[src/rtl/misc_outs_pulse_pkg.sv]
// rtl/misc_outs_pulse_pkg.sv - register map and bus constants for the misc output port
package misc_outs_pulse_pkg;

    localparam int BUS_WIDTH  = 32;
    localparam int ADDR_WIDTH = 3;

    localparam logic [ADDR_WIDTH-1:0] ADDR_DATA       = 3'd0;
    localparam logic [ADDR_WIDTH-1:0] ADDR_SET        = 3'd1;
    localparam logic [ADDR_WIDTH-1:0] ADDR_CLR        = 3'd2;
    localparam logic [ADDR_WIDTH-1:0] ADDR_PULSE_MASK = 3'd3;
    localparam logic [ADDR_WIDTH-1:0] ADDR_PULSE_LEN  = 3'd4;
    localparam logic [ADDR_WIDTH-1:0] ADDR_STATUS     = 3'd5;

endpackage

[src/rtl/misc_outs_pulse_if.sv]
// rtl/misc_outs_pulse_if.sv - Avalon-MM slave bus bundle for the misc output port
interface misc_outs_pulse_if;
    import misc_outs_pulse_pkg::*;

    logic [ADDR_WIDTH-1:0] address;
    logic                  chipselect;
    logic                  write_n;
    logic                  read_n;
    logic [BUS_WIDTH-1:0]  writedata;
    logic [BUS_WIDTH-1:0]  readdata;
    logic                  readdatavalid;

    modport master (
        output address, chipselect, write_n, read_n, writedata,
        input  readdata, readdatavalid
    );

    modport slave (
        input  address, chipselect, write_n, read_n, writedata,
        output readdata, readdatavalid
    );

endinterface

[src/rtl/misc_outs_pulse_timer.sv]
// rtl/misc_outs_pulse_timer.sv - one output bit's one-shot down-counter
module misc_outs_pulse_timer #(
    parameter int CNT_WIDTH = 16
) (
    input  logic                 clk,
    input  logic                 reset,
    input  logic                 load,
    input  logic                 kill,
    input  logic [CNT_WIDTH-1:0] len,
    output logic                 active,
    output logic                 expire
);

    logic [CNT_WIDTH-1:0] cnt;
    logic [CNT_WIDTH-1:0] len_eff;

    assign len_eff = (len == '0) ? CNT_WIDTH'(1) : len;
    assign active  = (cnt != '0);
    // A retrigger or kill on the final count suppresses the expiry.
    assign expire  = (cnt == CNT_WIDTH'(1)) & ~load & ~kill;

    always_ff @(posedge clk or posedge reset) begin
        if (reset) begin
            cnt <= '0;
        end else if (load) begin
            cnt <= len_eff;
        end else if (kill) begin
            cnt <= '0;
        end else if (active) begin
            cnt <= cnt - CNT_WIDTH'(1);
        end
    end

endmodule

[src/rtl/misc_outs_pulse.sv]
// rtl/misc_outs_pulse.sv - misc board output port with set/clear access and per-bit one-shot pulses
module misc_outs_pulse
    import misc_outs_pulse_pkg::*;
#(
    parameter int                    DATA_WIDTH  = 8,
    parameter int                    CNT_WIDTH   = 16,
    parameter logic [DATA_WIDTH-1:0] RESET_VALUE = '0
) (
    input  logic                  clk,
    input  logic                  reset,
    misc_outs_pulse_if.slave      bus,
    output logic [DATA_WIDTH-1:0] out_port
);

    logic                  wr;
    logic                  rd;
    logic                  wr_data;
    logic                  wr_trig;
    logic                  wr_mask;
    logic                  wr_len;
    logic [DATA_WIDTH-1:0] wd;
    logic [DATA_WIDTH-1:0] nd;
    logic [DATA_WIDTH-1:0] data;
    logic [DATA_WIDTH-1:0] data_next;
    logic [DATA_WIDTH-1:0] pulse_mask;
    logic [CNT_WIDTH-1:0]  pulse_len;
    logic [DATA_WIDTH-1:0] load;
    logic [DATA_WIDTH-1:0] kill;
    logic [DATA_WIDTH-1:0] expire;
    logic [DATA_WIDTH-1:0] active;
    logic [BUS_WIDTH-1:0]  rd_mux;
    logic [BUS_WIDTH-1:0]  readdata_q;
    logic                  readdatavalid_q;

    // A simultaneous read and write is treated as a write only.
    assign wr = bus.chipselect & ~bus.write_n;
    assign rd = bus.chipselect & ~bus.read_n & bus.write_n;
    assign wd = bus.writedata[DATA_WIDTH-1:0];

    always_comb begin
        nd      = data;
        wr_data = 1'b0;
        wr_trig = 1'b0;
        if (wr) begin
            case (bus.address)
                ADDR_DATA: begin
                    nd      = wd;
                    wr_data = 1'b1;
                    wr_trig = 1'b1;
                end
                ADDR_SET: begin
                    nd      = data | wd;
                    wr_data = 1'b1;
                    wr_trig = 1'b1;
                end
                ADDR_CLR: begin
                    nd      = data & ~wd;
                    wr_data = 1'b1;
                end
                default: ;
            endcase
        end
    end

    assign wr_mask = wr & (bus.address == ADDR_PULSE_MASK);
    assign wr_len  = wr & (bus.address == ADDR_PULSE_LEN);

    assign load = {DATA_WIDTH{wr_trig}} & pulse_mask & nd;
    assign kill = ({DATA_WIDTH{wr_data}} & ~nd) | ({DATA_WIDTH{wr_mask}} & ~wd);

    // Retrigger forces the bit high; otherwise an expiring pulse clears it.
    assign data_next = load | (~expire & (wr_data ? nd : data));

    for (genvar i = 0; i < DATA_WIDTH; i++) begin : g_timer
        misc_outs_pulse_timer #(
            .CNT_WIDTH (CNT_WIDTH)
        ) u_timer (
            .clk    (clk),
            .reset  (reset),
            .load   (load[i]),
            .kill   (kill[i]),
            .len    (pulse_len),
            .active (active[i]),
            .expire (expire[i])
        );
    end

    always_comb begin
        rd_mux = '0;
        case (bus.address)
            ADDR_DATA:       rd_mux[DATA_WIDTH-1:0] = data;
            ADDR_PULSE_MASK: rd_mux[DATA_WIDTH-1:0] = pulse_mask;
            ADDR_PULSE_LEN:  rd_mux[CNT_WIDTH-1:0]  = pulse_len;
            ADDR_STATUS:     rd_mux[DATA_WIDTH-1:0] = active;
            default: ;
        endcase
    end

    always_ff @(posedge clk or posedge reset) begin
        if (reset) begin
            data            <= RESET_VALUE;
            pulse_mask      <= '0;
            pulse_len       <= CNT_WIDTH'(1);
            readdata_q      <= '0;
            readdatavalid_q <= 1'b0;
        end else begin
            data            <= data_next;
            readdatavalid_q <= rd;
            if (wr_mask) begin
                pulse_mask <= wd;
            end
            if (wr_len) begin
                pulse_len <= bus.writedata[CNT_WIDTH-1:0];
            end
            if (rd) begin
                readdata_q <= rd_mux;
            end
        end
    end

    assign bus.readdata      = readdata_q;
    assign bus.readdatavalid = readdatavalid_q;
    assign out_port          = data;

endmodule

[src/flat_wrapper.sv]
// flat-port wrapper written by rule: the top's interface ports become plain ports
module misc_outs_pulse_flat import misc_outs_pulse_pkg::*;
#(
    parameter int                    DATA_WIDTH  = 8,
    parameter int                    CNT_WIDTH   = 16,
    parameter logic [DATA_WIDTH-1:0] RESET_VALUE = '0
)
  (clk, reset, out_port, bus_address, bus_chipselect, bus_write_n, bus_read_n, bus_writedata, bus_readdata, bus_readdatavalid);
  misc_outs_pulse_if bus_i ();
  input  logic clk;
  input  logic reset;
  output logic [DATA_WIDTH-1:0] out_port;
  input wire logic [$bits(bus_i.address)-1:0] bus_address;
  input wire logic [$bits(bus_i.chipselect)-1:0] bus_chipselect;
  input wire logic [$bits(bus_i.write_n)-1:0] bus_write_n;
  input wire logic [$bits(bus_i.read_n)-1:0] bus_read_n;
  input wire logic [$bits(bus_i.writedata)-1:0] bus_writedata;
  output wire logic [$bits(bus_i.readdata)-1:0] bus_readdata;
  output wire logic [$bits(bus_i.readdatavalid)-1:0] bus_readdatavalid;
  assign bus_i.address = bus_address;
  assign bus_i.chipselect = bus_chipselect;
  assign bus_i.write_n = bus_write_n;
  assign bus_i.read_n = bus_read_n;
  assign bus_i.writedata = bus_writedata;
  assign bus_readdata = bus_i.readdata;
  assign bus_readdatavalid = bus_i.readdatavalid;
  misc_outs_pulse #(.DATA_WIDTH(DATA_WIDTH), .CNT_WIDTH(CNT_WIDTH), .RESET_VALUE(RESET_VALUE)) u_core (.clk(clk), .reset(reset), .bus(bus_i), .out_port(out_port));
endmodule
[config.mk]
export PLATFORM = sky130hd
export DESIGN_NAME = misc_outs_pulse_flat
export DESIGN_NICKNAME = d
export VERILOG_FILES = /design/src/rtl/misc_outs_pulse_pkg.sv /design/src/rtl/misc_outs_pulse_if.sv /design/src/rtl/misc_outs_pulse_timer.sv /design/src/rtl/misc_outs_pulse.sv /design/src/flat_wrapper.sv
export SDC_FILE = /design/constraint.sdc
export NUM_CORES = 1
export LEC_CHECK = 0
export ABC_CLOCK_PERIOD_IN_PS = 8200
export CORE_MARGIN = 8
export CORE_UTILIZATION = 25
export CTS_CLUSTER_SIZE = 24
export DETAILED_ROUTE_END_ITERATION = 10
export HOLD_SLACK_MARGIN = 0.06
export REMOVE_ABC_BUFFERS = 1
export SETUP_SLACK_MARGIN = 0.02
export SLEW_MARGIN = 30
export SYNTH_ARGS = -nofsm -noshare
export SYNTH_HDL_FRONTEND = slang
export SYNTH_SLANG_ARGS = --single-unit
[constraint.sdc]
create_clock -name clk -period 8.2 [get_ports clk]
set_input_delay 1.64 -clock clk [delete_from_list [all_inputs] [get_ports clk]]
set_output_delay 1.64 -clock clk [all_outputs]
set_load 0.01 [all_outputs]
# ---- Word-level counts from Yosys, hierarchy flattened
# Cells that the tools add are included.
dict set report totals {
  ff_bits 177
  output_inout_bits 41
  elab_cells 139
}
dict set report op_classes {
  add_sub_neg 8
  n_eq_ne 13
  muxes 34
  n_bitwise 51
  n_reduce_logical 20
}
# cell n
set op_table {}
lappend op_table {{16-bit 2-to-1 mux} 25}
lappend op_table {{16-bit by 1-bit == test with 1-bit output, second input constant} 8}
lappend op_table {{16-bit nonzero test} 8}
lappend op_table {{16-bit by 1-bit subtractor with 16-bit output, second input constant} 8}
lappend op_table {{8-bit bitwise AND} 6}
lappend op_table {{8-bit case mux with 4 select lines} 1}
lappend op_table {{8-bit 2-to-1 mux} 3}
lappend op_table {{8-bit inverter} 3}
lappend op_table {{8-bit bitwise OR} 3}
lappend op_table {{8-bit case mux with 3 select lines} 1}
lappend op_table {{3-bit nonzero test} 8}
lappend op_table {{1-bit bitwise AND} 21}
lappend op_table {{1-bit inverter} 18}
lappend op_table {{16-bit zero test} 1}
lappend op_table {{3-bit by 2-bit == test with 1-bit output, second input constant} 2}
lappend op_table {{3-bit == test, second input constant} 2}
lappend op_table {{1-bit 2-to-1 mux} 4}
lappend op_table {{3-bit by 1-bit == test with 1-bit output, second input constant} 1}
lappend op_table {{3-bit zero test} 1}
lappend op_table {{3-bit OR reduction} 1}
lappend op_table {{2-bit OR reduction} 1}

# ---- Logic depth before layout (Yosys ltp)
# Gate-level depths: netlist of the first run.
dict set report logic_depth {
  word_depth 12
  depth_mapped 8
}

# ---- Hierarchy
# A second synthesis of the first run with hierarchy kept.
dict set report hier_totals {
  cells_unflattened 1339
  area_unflattened_um2 11858.9
}
# mod instances cells_per_inst area_each_um2 seq_area_each_um2
set by_module_without_submodules {}
lappend by_module_without_submodules {{misc_outs_pulse_timer at u_core.g_timer[3].u_timer ...} 5 136 1117.3 400.4}
lappend by_module_without_submodules {{misc_outs_pulse_timer at u_core.g_timer[0].u_timer ...} 3 129 1156.1 400.4}
lappend by_module_without_submodules {misc_outs_pulse 1 272 2803.9 1227.4}

# ---- Worst setup path before layout of the first run
# OpenSTA, ideal clock, no wires.
dict set report synth_timing {
  kind {input to register}
  start {input port bus_address[0]}
  end {register u_core.g_timer[1].u_timer.cnt[10]}
  arrival_ns 3.247
  path_slack_ns 4.832
  path_stages 8
  path_buffers 3
  cell_sequence {buf_4 > or4b_1 > a22oi_1 > o32a_1 > buf_4 > nor4b_4 > buf_6 > nor2_1}
}
dict set report synth_between {
  elab_chain_len 8
  word_cells_on_any_way 22
}
# item line
set synth_rtl {}
lappend synth_rtl {{start, declared} flat_wrapper.sv:13} ;# input wire logic [$bits(bus_i.address)-1:0] bus_address;
lappend synth_rtl {{3-bit by 2-bit == test with 1-bit output (tied with other cells)} misc_outs_pulse.sv:45} ;# case (bus.address)
lappend synth_rtl {{8-bit case mux with 3 select lines or 3-bit OR reduction (tied branches)} -}
lappend synth_rtl {{8-bit 2-to-1 mux or 1-bit 2-to-1 mux (tied branches)} {misc_outs_pulse.sv:44, misc_outs_pulse.sv:45}}
lappend synth_rtl {{8-bit inverter or 1-bit 2-to-1 mux (tied branches)} {misc_outs_pulse.sv:69, misc_outs_pulse.sv:44}}
lappend synth_rtl {{8-bit bitwise AND} misc_outs_pulse.sv:69} ;# assign kill = ({DATA_WIDTH{wr_data}} & ~nd) | ({DATA_WIDTH{wr_mask}} & ~wd);
lappend synth_rtl {{8-bit bitwise OR} misc_outs_pulse.sv:69}
lappend synth_rtl {{16-bit 2-to-1 mux} misc_outs_pulse_timer.sv:27} ;# end else if (kill) begin
lappend synth_rtl {{16-bit 2-to-1 mux} misc_outs_pulse_timer.sv:25} ;# end else if (load) begin
lappend synth_rtl {{end signal, assigned} misc_outs_pulse_timer.sv:26} ;# cnt <= len_eff;
lappend synth_rtl {{end signal, assigned} misc_outs_pulse_timer.sv:30} ;# cnt <= cnt - CNT_WIDTH'(1);
lappend synth_rtl {{end, declared} misc_outs_pulse_timer.sv:14} ;# logic [CNT_WIDTH-1:0] cnt;
# Parallel ways exist; a longest one is shown, timed or not.
# A chain may end at the register's enable or synchronous reset.

# ---- Worst setup path after layout of the first run
dict set report layout_timing {
  start {input port bus_address[0]}
  end {register u_core.g_timer[1].u_timer.cnt[1]}
}
# Same word-level chain as after synthesis.

==> results.yml, run 1 <==
layout:
  num-nets-final: 1192
  fillers: 4400
  design_area_mm2: 0.0120
  fin_cells: 1689
  syn2layout_area_growth_pct: 14.4
  drive_above_1_share_pct: 8.45
worst_setup_path:
  crit_chain: "clkdlybuf4s50_1, or4b_1, a22oi_1, o32a_1, nor4b_4, a21oi_1"
  rrSetupSlack_ns: 5.32
  arrival_ns: 4.98
  crit_family: "simple AND/OR/NAND/NOR gates"
  worst-path-buf-inv: 1
  critical_path.max_fanout: 22
  slowest_delay_ns: 0.86
  crit_required_ns: 8.49
  crit_type: "primary input to register"
  cp-end-kind: "register"
  cp_slowest_cell: "nor4b_4"
  critPathLaunchType: "primary input"
route:
  first_iter_violations: 787
  drt_first_pass_iters: 6
  routed_wl_mm: 31.3
  ant_nets: 0
  post_drt_wl_per_cell_um: 18.6
  viasPerCell: 5.13
  vias: 8663
  drc: 0
sta:
  rsz0062_at_grt: "false"
  hold_violations: 0
  fin_worst_skew_ns: 0.0137
  finalCriticalPeriod_ns: 4.69
  setup_violations: 0
  slew-limit-headroom_pct: 36.3
  fmax_mhz: 213
  fin_tns_setup_ns: 0
  hold_ws_ns: 0.483
  drv_slew: 0
  worst_pin_slew_ns: 0.946
  period_share_pct: 57.2
placement:
  port_buffers: 48
  dpl_cell_area_mm2: 0.0114
  dp_cells: 1655
  dp_hpwl_mm: 20.2
  place_congestion: 0.841
clock_tree:
  cts_made_buffers: 17
  cts.repair.resized: 0
  root_buffer: "clkbuf_16"
  cts_sinks: 177
  clk_latency_ns: 0.45
  clkTransAtPathRegs_ns: 0.07
  postCtsHoldBufs: 0
  cts_buffer_depth: 2
  post_cts_buffers: 0
  cts_tree: "yes"
  h-tree-depth: 4
global_route:
  antenna_found_initial: 3
  overflow: 0
  grt.total_usage_pct: 13.0
  first_global_vias: 8368
  grt_start_max_net_pins: 103
  grt_pass1_wl_mm: 49.1
pwr:
  pwr-share-seq_pct: 40.1
  ir_worst_vdd_mv: 0.113
  p_sw_mw: 1.69
  powerDensity_mw_per_mm2: 341
  clock_power_share_pct: 19.8
  p_int_mw: 2.39
  combinationalPowerShare_pct: 40.1
  power_mw: 4.08
  switching_share_pct: 41.4
  leakage_nw: 5.01
job:
  max_cap_viol_count: 0
yosys:
  synth_largest_area_cell: "dfrtp_1"
  netlist_instances: 1125
  synth_edf_count: 0
  async_flop_share_pct: 100
  ys.flop_type: "dfrtp_1"
  syn_area_per_cell_um2: 9.30
  ys_seq_area_share_pct: 42.3
  yosys-top-cells-area: "dfrtp_1 42%, a22oi_1 7.6%, xnor2_1 5.4%"
  synth_cell_types: 74
  yosys_warnings: 0
  synth-seq-cells: 177
  yosys.area.top_type_share_pct: 42.1
  syn_area_mm2: 0.0105
die:
  design.die.area_mm2: 0.0487
  die_x_um: 221
  rows: 75
  coreArea_mm2: 0.0417
  chipHeight_um: 221
  initial_utilization_pct: 25.1
  pin_count: 81
hold_path:
  min_path_type: "register to register"
status:
  outcome: "finished, final reports clean"
==> worst reg2reg max path, stage by stage (launching register included) <==
cell	delay, ns
dfrtp_1	0.42
or4b_1	0.45
a22oi_1	0.16
o32a_1	0.68
nor4b_4	0.87
a21oi_1	0.15
==> flip-flops by register name, summed over array words and instances, names as in the netlist <==
name and count:
u_core.out_port 8, u_core.bus.readdata 16, u_core.bus.readdatavalid 1, u_core.g_timer.u_timer.cnt 128, u_core.pulse_mask 8, u_core.pulse_len 16
==> layout by cell type (no fill, tap or decap), types with 5 or more instances in the layout <==
cell and count:
or4_1 5, nor3_1 23, nand4b_1 12, clkdlybuf4s50_1 48, mux2i_1 5, clkbuf_16 17
nor2_1 147, o31ai_1 10, a22oi_1 106, and2_1 5, nand4_1 25, a22o_1 8
nand2_1 87, dfrtp_1 176, nand3b_1 14, nor4_1 23, ha_1 17, xor2_1 36
buf_4 19, inv_1 22, a2bb2oi_1 18, a21oi_1 28, nand3_1 20, nor3b_1 10
o21ai_0 42, nor4_2 5, a221oi_1 8, a31oi_1 5, nor2b_1 7, or3_1 9
xnor2_1 65, conb_1 16, mux2_2 13
==> power by group through the flow <==
stage | sequential [mW] | combinational, mW | clock (mW)
after global placement | 1.62 | 1.59 | 0
after global routing | 1.68 | 1.84 | 0.859
after CTS | 1.63 | 1.64 | 0.822
final | 1.63 | 1.64 | 0.808
after detailed placement | 1.63 | 1.63 | 0
after floorplan | 1.53 | 1.21 | 0
==> stage by stage <==
step / setup slack, ns / utilization, %
3_3_place_gp: 2.91 / 27.3
4_1_cts: 3.59 / 28.7
2_1_floorplan: 1.76 / -
6_report: 3.51 / 28.7
3_5_place_dp: 3.13 / 27.4
5_1_grt: 3.20 / 28.7
==> Yosys cell counts (8+ instances only) <==
cell type / count
inv_1: 23
dfrtp_1: 176
xnor2_1: 65
nand3_1: 21
nor4_1: 24
nor3_1: 23
a2bb2oi_1: 18
nand2_1: 87
nor2b_1: 8
nand4b_1: 12
ha_1: 17
clkbuf_1: 50
a21oi_1: 28
a22o_1: 8
or3_1: 9
buf_2: 15
nor3b_1: 10
buf_4: 22
nor2_1: 151
nand4_1: 25
nand3b_1: 14
a22oi_1: 106
o31ai_1: 10
mux2_2: 13
a221oi_1: 8
xor2_1: 36
o21ai_0: 42
==> layout make-up <==
type                       count  area [µm²]  area share, %
multi-input combinational    848        5570           46.5
clock buffer                  19         433           3.62
tap                          539         674           5.63
timing repair buffer          68         634           5.30
sequential                   177        4430           37.0
clock inverter                13         129           1.08
inverter                      23        93.8          0.784
antenna                        2        5.00         0.0418
==> logic make-up after synthesis <==
| group | after synthesis | share of synthesized area (%) |
|---|---|---|
| mux | 18 | 1.88 |
| xor+xnor | 101 | 8.45 |
| buf+inv | 115 | 5.39 |
| simple gates | 430 | 21.5 |
| compound gates | 266 | 18.4 |
| other cells | 1 | 0.0358 |
| flops | 177 | 42.3 |
| fa+ha+maj | 17 | 2.03 |
==> worst paths after layout <==
check                                       startpoint                                end  cells past startpoint
worst max-delay path                    bus_address[0]   u_core.g_timer[1].u_timer.cnt[1]                      6
worst max register to register      u_core.out_port[1]   u_core.g_timer[1].u_timer.cnt[1]                      5
worst min-delay path            u_core.bus.readdata[7]             u_core.bus.readdata[7]                      2
worst min register to register  u_core.bus.readdata[7]             u_core.bus.readdata[7]                      2
min in group asynchronous                        reset   u_core.g_timer[4].u_timer.cnt[7]                      2
max in group asynchronous                        reset  u_core.g_timer[0].u_timer.cnt[10]                      3
==> per-layer routing <==
metal	part of all wire, %	global-route usage (%)
met1	48	18.3
met2	44	19.5
met3	6.7	2.98
met4	1.8	3.82
met5	0.041	0
Note: power is estimated with default switching activity, not from simulation.
==> run 2: changes to the inputs <==
--- a/config.mk
+++ b/config.mk
@@ -5,7 +5,7 @@
 export SDC_FILE = /design/constraint.sdc
 export NUM_CORES = 1
 export LEC_CHECK = 0
-export ABC_CLOCK_PERIOD_IN_PS = 8200
+export ABC_CLOCK_PERIOD_IN_PS = 4200
 export CORE_MARGIN = 8
 export CORE_UTILIZATION = 25
 export CTS_CLUSTER_SIZE = 24
==> constraint.sdc (replaced) <==
create_clock -name clk -period 4.2 [get_ports clk]
set_input_delay 0.84 -clock clk [delete_from_list [all_inputs] [get_ports clk]]
set_output_delay 0.84 -clock clk [all_outputs]
set_load 0.01 [all_outputs]
==> results.yml, run 2 (synthesis results as in run 1) <==
route:
  drt_first_pass_iters: 6
  post_drt_wl_per_cell_um: 18.5
  vias: 8899
  viasPerCell: 5.20
  ant_nets: 0
  first_iter_violations: 957
  drc: 0
  routed_wl_mm: 31.6
worst_setup_path:
  cp_slowest_cell: "clkdlybuf4s50_1"
  crit_required_ns: 4.53
  critPathLaunchType: "primary input"
  rr_startpoint: "u_core.g_timer[4].u_timer.cnt[9]"
  crit_cells: 7
  worst-path-buf-inv: 2
  critical_path.max_fanout: 14
  rrSetupSlack_ns: 1.54
  crit_path_start: "bus_address[1]"
  r2r_end: "u_core.g_timer[4].u_timer.cnt[0]"
  crit_type: "primary input to register"
  endpoint: "u_core.g_timer[4].u_timer.cnt[0]"
  arrival_ns: 3.43
  reg2reg_depth: 6
  cp-end-kind: "register"
  crit_family: "buffers and inverters"
  crit_chain: "clkdlybuf4s50_1, xnor2_1, o311ai_1, a31oi_4, nor2_1, buf_4, a2bb2oi_1"
  slowest_delay_ns: 0.81
pwr:
  ir_worst_vdd_mv: 0.239
  power_mw: 7.96
  leakage_nw: 5.11
  powerDensity_mw_per_mm2: 657
clock_tree:
  h-tree-depth: 4
  root_buffer: "clkbuf_16"
  clkTransAtPathRegs_ns: 0.07
  cts_sinks: 177
  postCtsHoldBufs: 0
  cts.repair.resized: 0
  cts_tree: "yes"
  post_cts_buffers: 0
  cts_buffer_depth: 2
  clk_latency_ns: 0.45
  cts_made_buffers: 17
die:
  initial_utilization_pct: 25.1
  design.die.area_mm2: 0.0487
  coreArea_mm2: 0.0417
  chipHeight_um: 221
  rows: 75
  pin_count: 81
  die_x_um: 221
layout:
  fillers: 4352
  largest_register_ffs: 128
  num-nets-final: 1214
  final_common_cell: "dfrtp_1"
  syn2layout_area_growth_pct: 15.7
  largest_register: "u_core.g_timer.u_timer.cnt"
  layout_common_cells: "176 x dfrtp_1, 150 x nor2_1, 106 x a22oi_1"
  drive_above_1_share_pct: 9.66
sta:
  setup_violations: 0
  hold_violations: 0
  drv_slew: 0
  slew-limit-headroom_pct: 39.7
  setup_ws_ns: 1.10
  finalCriticalPeriod_ns: 3.10
  rsz0062_at_grt: "false"
  worst_pin_slew_ns: 0.902
  period_share_pct: 73.8
  fin_worst_skew_ns: 0.0167
  fin_tns_setup_ns: 0
  fmax_mhz: 323
placement:
  dp_hpwl_mm: 20.9
  place_congestion: 0.859
  port_buffers: 48
  place_ws_ns: 0.704
job:
  max_cap_viol_count: 0
global_route:
  antenna_found_initial: 2
  grt.total_usage_pct: 13.1
  grt_start_max_net_pins: 80
  grt_pass1_wl_mm: 49.2
  first_global_vias: 8487
  overflow: 0
hold_path:
  min_path_type: "register to register"
  hold_depth: 2
status:
  outcome: "finished, final reports clean"
-- run 2: cell types whose count changed in the layout (fill, tap and decap cells not counted), sizes merged --
cell | before | now
buf | 20 | 42
clkbuf | 19 | 20
clkinv | 6 | 4
clkinvlp | 1 | 3
diode | 2 | 1
inv | 28 | 27
-- run 2: final cells by class --
class,count,area [µm²],share of cell area [%]
antenna,1,2.50,0.0207
clock buffer,20,437,3.61
clock inverter,12,125,1.03
inverter,23,91.3,0.754
multi-input combinational,848,5540,45.8
sequential,177,4430,36.6
tap,539,674,5.57
timing repair buffer,90,808,6.67
-- run 2: how the worst min path moves through the flow --
stage,startpoint,slack (ns),to
final,u_core.bus.readdata[7],0.51,u_core.bus.readdata[7]
after global routing,u_core.bus.readdata[6],0.53,u_core.bus.readdata[6]
after CTS,u_core.bus.readdata[3],0.50,u_core.bus.readdata[3]
after detailed placement,u_core.bus.readdata[3],0.49,u_core.bus.readdata[3]
after global placement,u_core.bus.readdata[6],0.48,u_core.bus.readdata[6]
after floorplan,u_core.pulse_len[0],0.47,u_core.pulse_len[0]
-- run 2: worst register-to-register path, cell delays in order, from the launching register on --
cell and delay, ns:
dfrtp_1 0.41, nor4_1 0.77, and3b_1 0.31, nand3_1 0.16, nor2_1 0.52, buf_4 0.29, a2bb2oi_1 0.08
-- run 2: per-stage QoR --
step	instance area (µm²)	instances	hold slack (ns)	util (%)
after floorplan	10000	1048	0.475	-
after global placement	11500	1677	0.475	27.7
after detailed placement	11500	1677	0.490	27.7
after CTS	12100	1709	0.504	29.1
after global routing	12100	1710	0.531	29.1
final	12100	1710	0.508	29.1
-- run 2: metal layers --
layer  global-route usage (%)  up-vias  part of all wire, %
li1                         -     4120                    -
met5                        0        -                0.041
met4                     4.56        2                  2.1
met3                     3.13       37                  7.4
met1                     18.5     4462                   47
met2                     19.2      278                   43
-- run 2: report_power, final --
group	total [mW]	internal, mW	switching (mW)
sequential	3.19	2.35	0.846
combinational	3.20	1.50	1.70
clock	1.57	0.831	0.737
total	7.96	4.68	3.28
==> run 3: changes to the inputs <==
--- a/config.mk
+++ b/config.mk
@@ -5,7 +5,7 @@
 export SDC_FILE = /design/constraint.sdc
 export NUM_CORES = 1
 export LEC_CHECK = 0
-export ABC_CLOCK_PERIOD_IN_PS = 4200
+export ABC_CLOCK_PERIOD_IN_PS = 2600
 export CORE_MARGIN = 8
 export CORE_UTILIZATION = 25
 export CTS_CLUSTER_SIZE = 24
==> constraint.sdc (replaced) <==
create_clock -name clk -period 2.6 [get_ports clk]
set_input_delay 0.52 -clock clk [delete_from_list [all_inputs] [get_ports clk]]
set_output_delay 0.52 -clock clk [all_outputs]
set_load 0.01 [all_outputs]
==> results.yml, run 3 (synthesis results as in run 1) <==
pwr:
  powerDensity_mw_per_mm2: 1020
  ir_worst_vdd_mv: 0.454
  power_mw: 13.1
  leakage_nw: 5.60
sta:
  worst_pin_slew_ns: 0.690
  drv_slew: 0
  finalCriticalPeriod_ns: 2.42
  hold_ws_ns: 0.486
  hold_violations: 0
  setup_ws_ns: 0.181
  setup_violations: 0
  period_share_pct: 93.0
  fmax_mhz: 413
  fin_worst_skew_ns: 0.0126
  rsz0062_at_grt: "false"
  slew-limit-headroom_pct: 53.4
  fin_tns_setup_ns: 0
clock_tree:
  postCtsHoldBufs: 0
  clk_latency_ns: 0.44
  clkTransAtPathRegs_ns: 0.08
  cts_made_buffers: 17
  root_buffer: "clkbuf_16"
  cts.repair.resized: 0
  cts_tree: "yes"
  cts_buffer_depth: 2
  post_cts_buffers: 0
  h-tree-depth: 4
  cts_sinks: 177
worst_setup_path:
  critPathLaunchType: "primary input"
  worst-path-buf-inv: 3
  cp-end-kind: "register"
  cp_slowest_cell: "or4b_2"
  crit_chain: "clkdlybuf4s50_1, buf_12, or4b_2, o21ai_0, a21oi_1, buf_12, a22oi_1, nor2_1"
  crit_top_cell: "buf_12"
  arrival_ns: 2.73
  crit_family: "simple AND/OR/NAND/NOR gates"
  critical_path.max_fanout: 16
  crit_required_ns: 2.91
  crit_type: "primary input to register"
  slowest_delay_ns: 0.77
placement:
  place_ws_ns: -0.193
  dpl_cell_area_mm2: 0.0124
  dp_hpwl_mm: 22.4
  place_congestion: 0.900
  port_buffers: 48
layout:
  final_common_cell: "dfrtp_1"
  syn2layout_area_growth_pct: 23.3
  largest_register: "u_core.g_timer.u_timer.cnt"
  largest_register_ffs: 128
  design_area_mm2: 0.0129
  num-nets-final: 1303
  layout_common_cells: "176 x dfrtp_1, 151 x nor2_1, 118 x buf_4"
  drive_above_1_share_pct: 16.0
route:
  drc: 0
  first_iter_violations: 1039
  ant_nets: 0
  post_drt_wl_per_cell_um: 18.3
  viasPerCell: 5.09
  routed_wl_mm: 32.9
  vias: 9155
  drt_first_pass_iters: 5
global_route:
  antenna_found_initial: 1
  grt_start_max_net_pins: 41
  grt.total_usage_pct: 13.7
  grt_pass1_wl_mm: 51.8
  overflow: 0
  first_global_vias: 9143
job:
  max_cap_viol_count: 0
die:
  initial_utilization_pct: 25.1
  chipHeight_um: 221
  pin_count: 81
  coreArea_mm2: 0.0417
  design.die.area_mm2: 0.0487
  die_x_um: 221
  rows: 75
status:
  outcome: "finished, final reports clean"
hold_path:
  min_path_type: "primary input to async pin"
## run 3: changes by cell type in the layout (fill, tap and decap cells not counted)
| cell | previous run | this run |
|---|---|---|
| nor4_2 | 5 | 4 |
| nor2_1 | 150 | 151 |
| nor2_2 | 1 | 0 |
| clkinv_2 | 0 | 3 |
| nor4_1 | 23 | 24 |
| buf_4 | 41 | 118 |
| clkbuf_8 | 0 | 1 |
| clkbuf_1 | 3 | 1 |
| buf_12 | 1 | 13 |
| clkinvlp_4 | 3 | 2 |
| bufinv_16 | 1 | 0 |
## run 3: per-layer routing
metal,track usage (%),vias up,share of wire [%]
li1,-,4288,-
met1,19.2,4556,47
met2,20.8,291,44
met3,3.66,20,8.1
met4,2.76,0,0.73
met5,0,-,0
## run 3: worst paths after layout
check | end | slack, ns | from | cells past startpoint
worst max-delay path | u_core.g_timer[1].u_timer.cnt[2] | 0.18 | bus_address[0] | 8
worst min-delay path | u_core.g_timer[4].u_timer.cnt[7] | 0.49 | reset | 2
worst max register to register | u_core.g_timer[7].u_timer.cnt[3] | 0.31 | u_core.g_timer[7].u_timer.cnt[10] | 6
worst min register to register | u_core.bus.readdata[3] | 0.49 | u_core.bus.readdata[3] | 2
max in group asynchronous | u_core.g_timer[3].u_timer.cnt[10] | 1.45 | reset | 3
min in group clk | u_core.bus.readdata[3] | 0.49 | u_core.bus.readdata[3] | 2
## run 3: layout make-up
class                           count  area [µm²]
Fill cell                        4340       28800
Multi-Input combinational cell    848        5530
Sequential cell                   177        4430
Timing Repair Buffer              179        1630
Tap cell                          539         674
Clock buffer                       19         443
Clock inverter                     13         103
Inverter                           23        91.3
Antenna cell                        1        2.50
## run 3: power breakdown
part           internal [mW]  switching [mW]
combinational           2.67            3.01
sequential              3.79            1.20
clock                   1.27            1.18
total                   7.73            5.40
## run 3: metrics by stage
stage	instances	util, %
floorplan	1048	-
global placement	1766	29.7
detailed placement	1766	29.7
CTS	1798	31.0
global route	1798	31.0
finish	1799	31.0
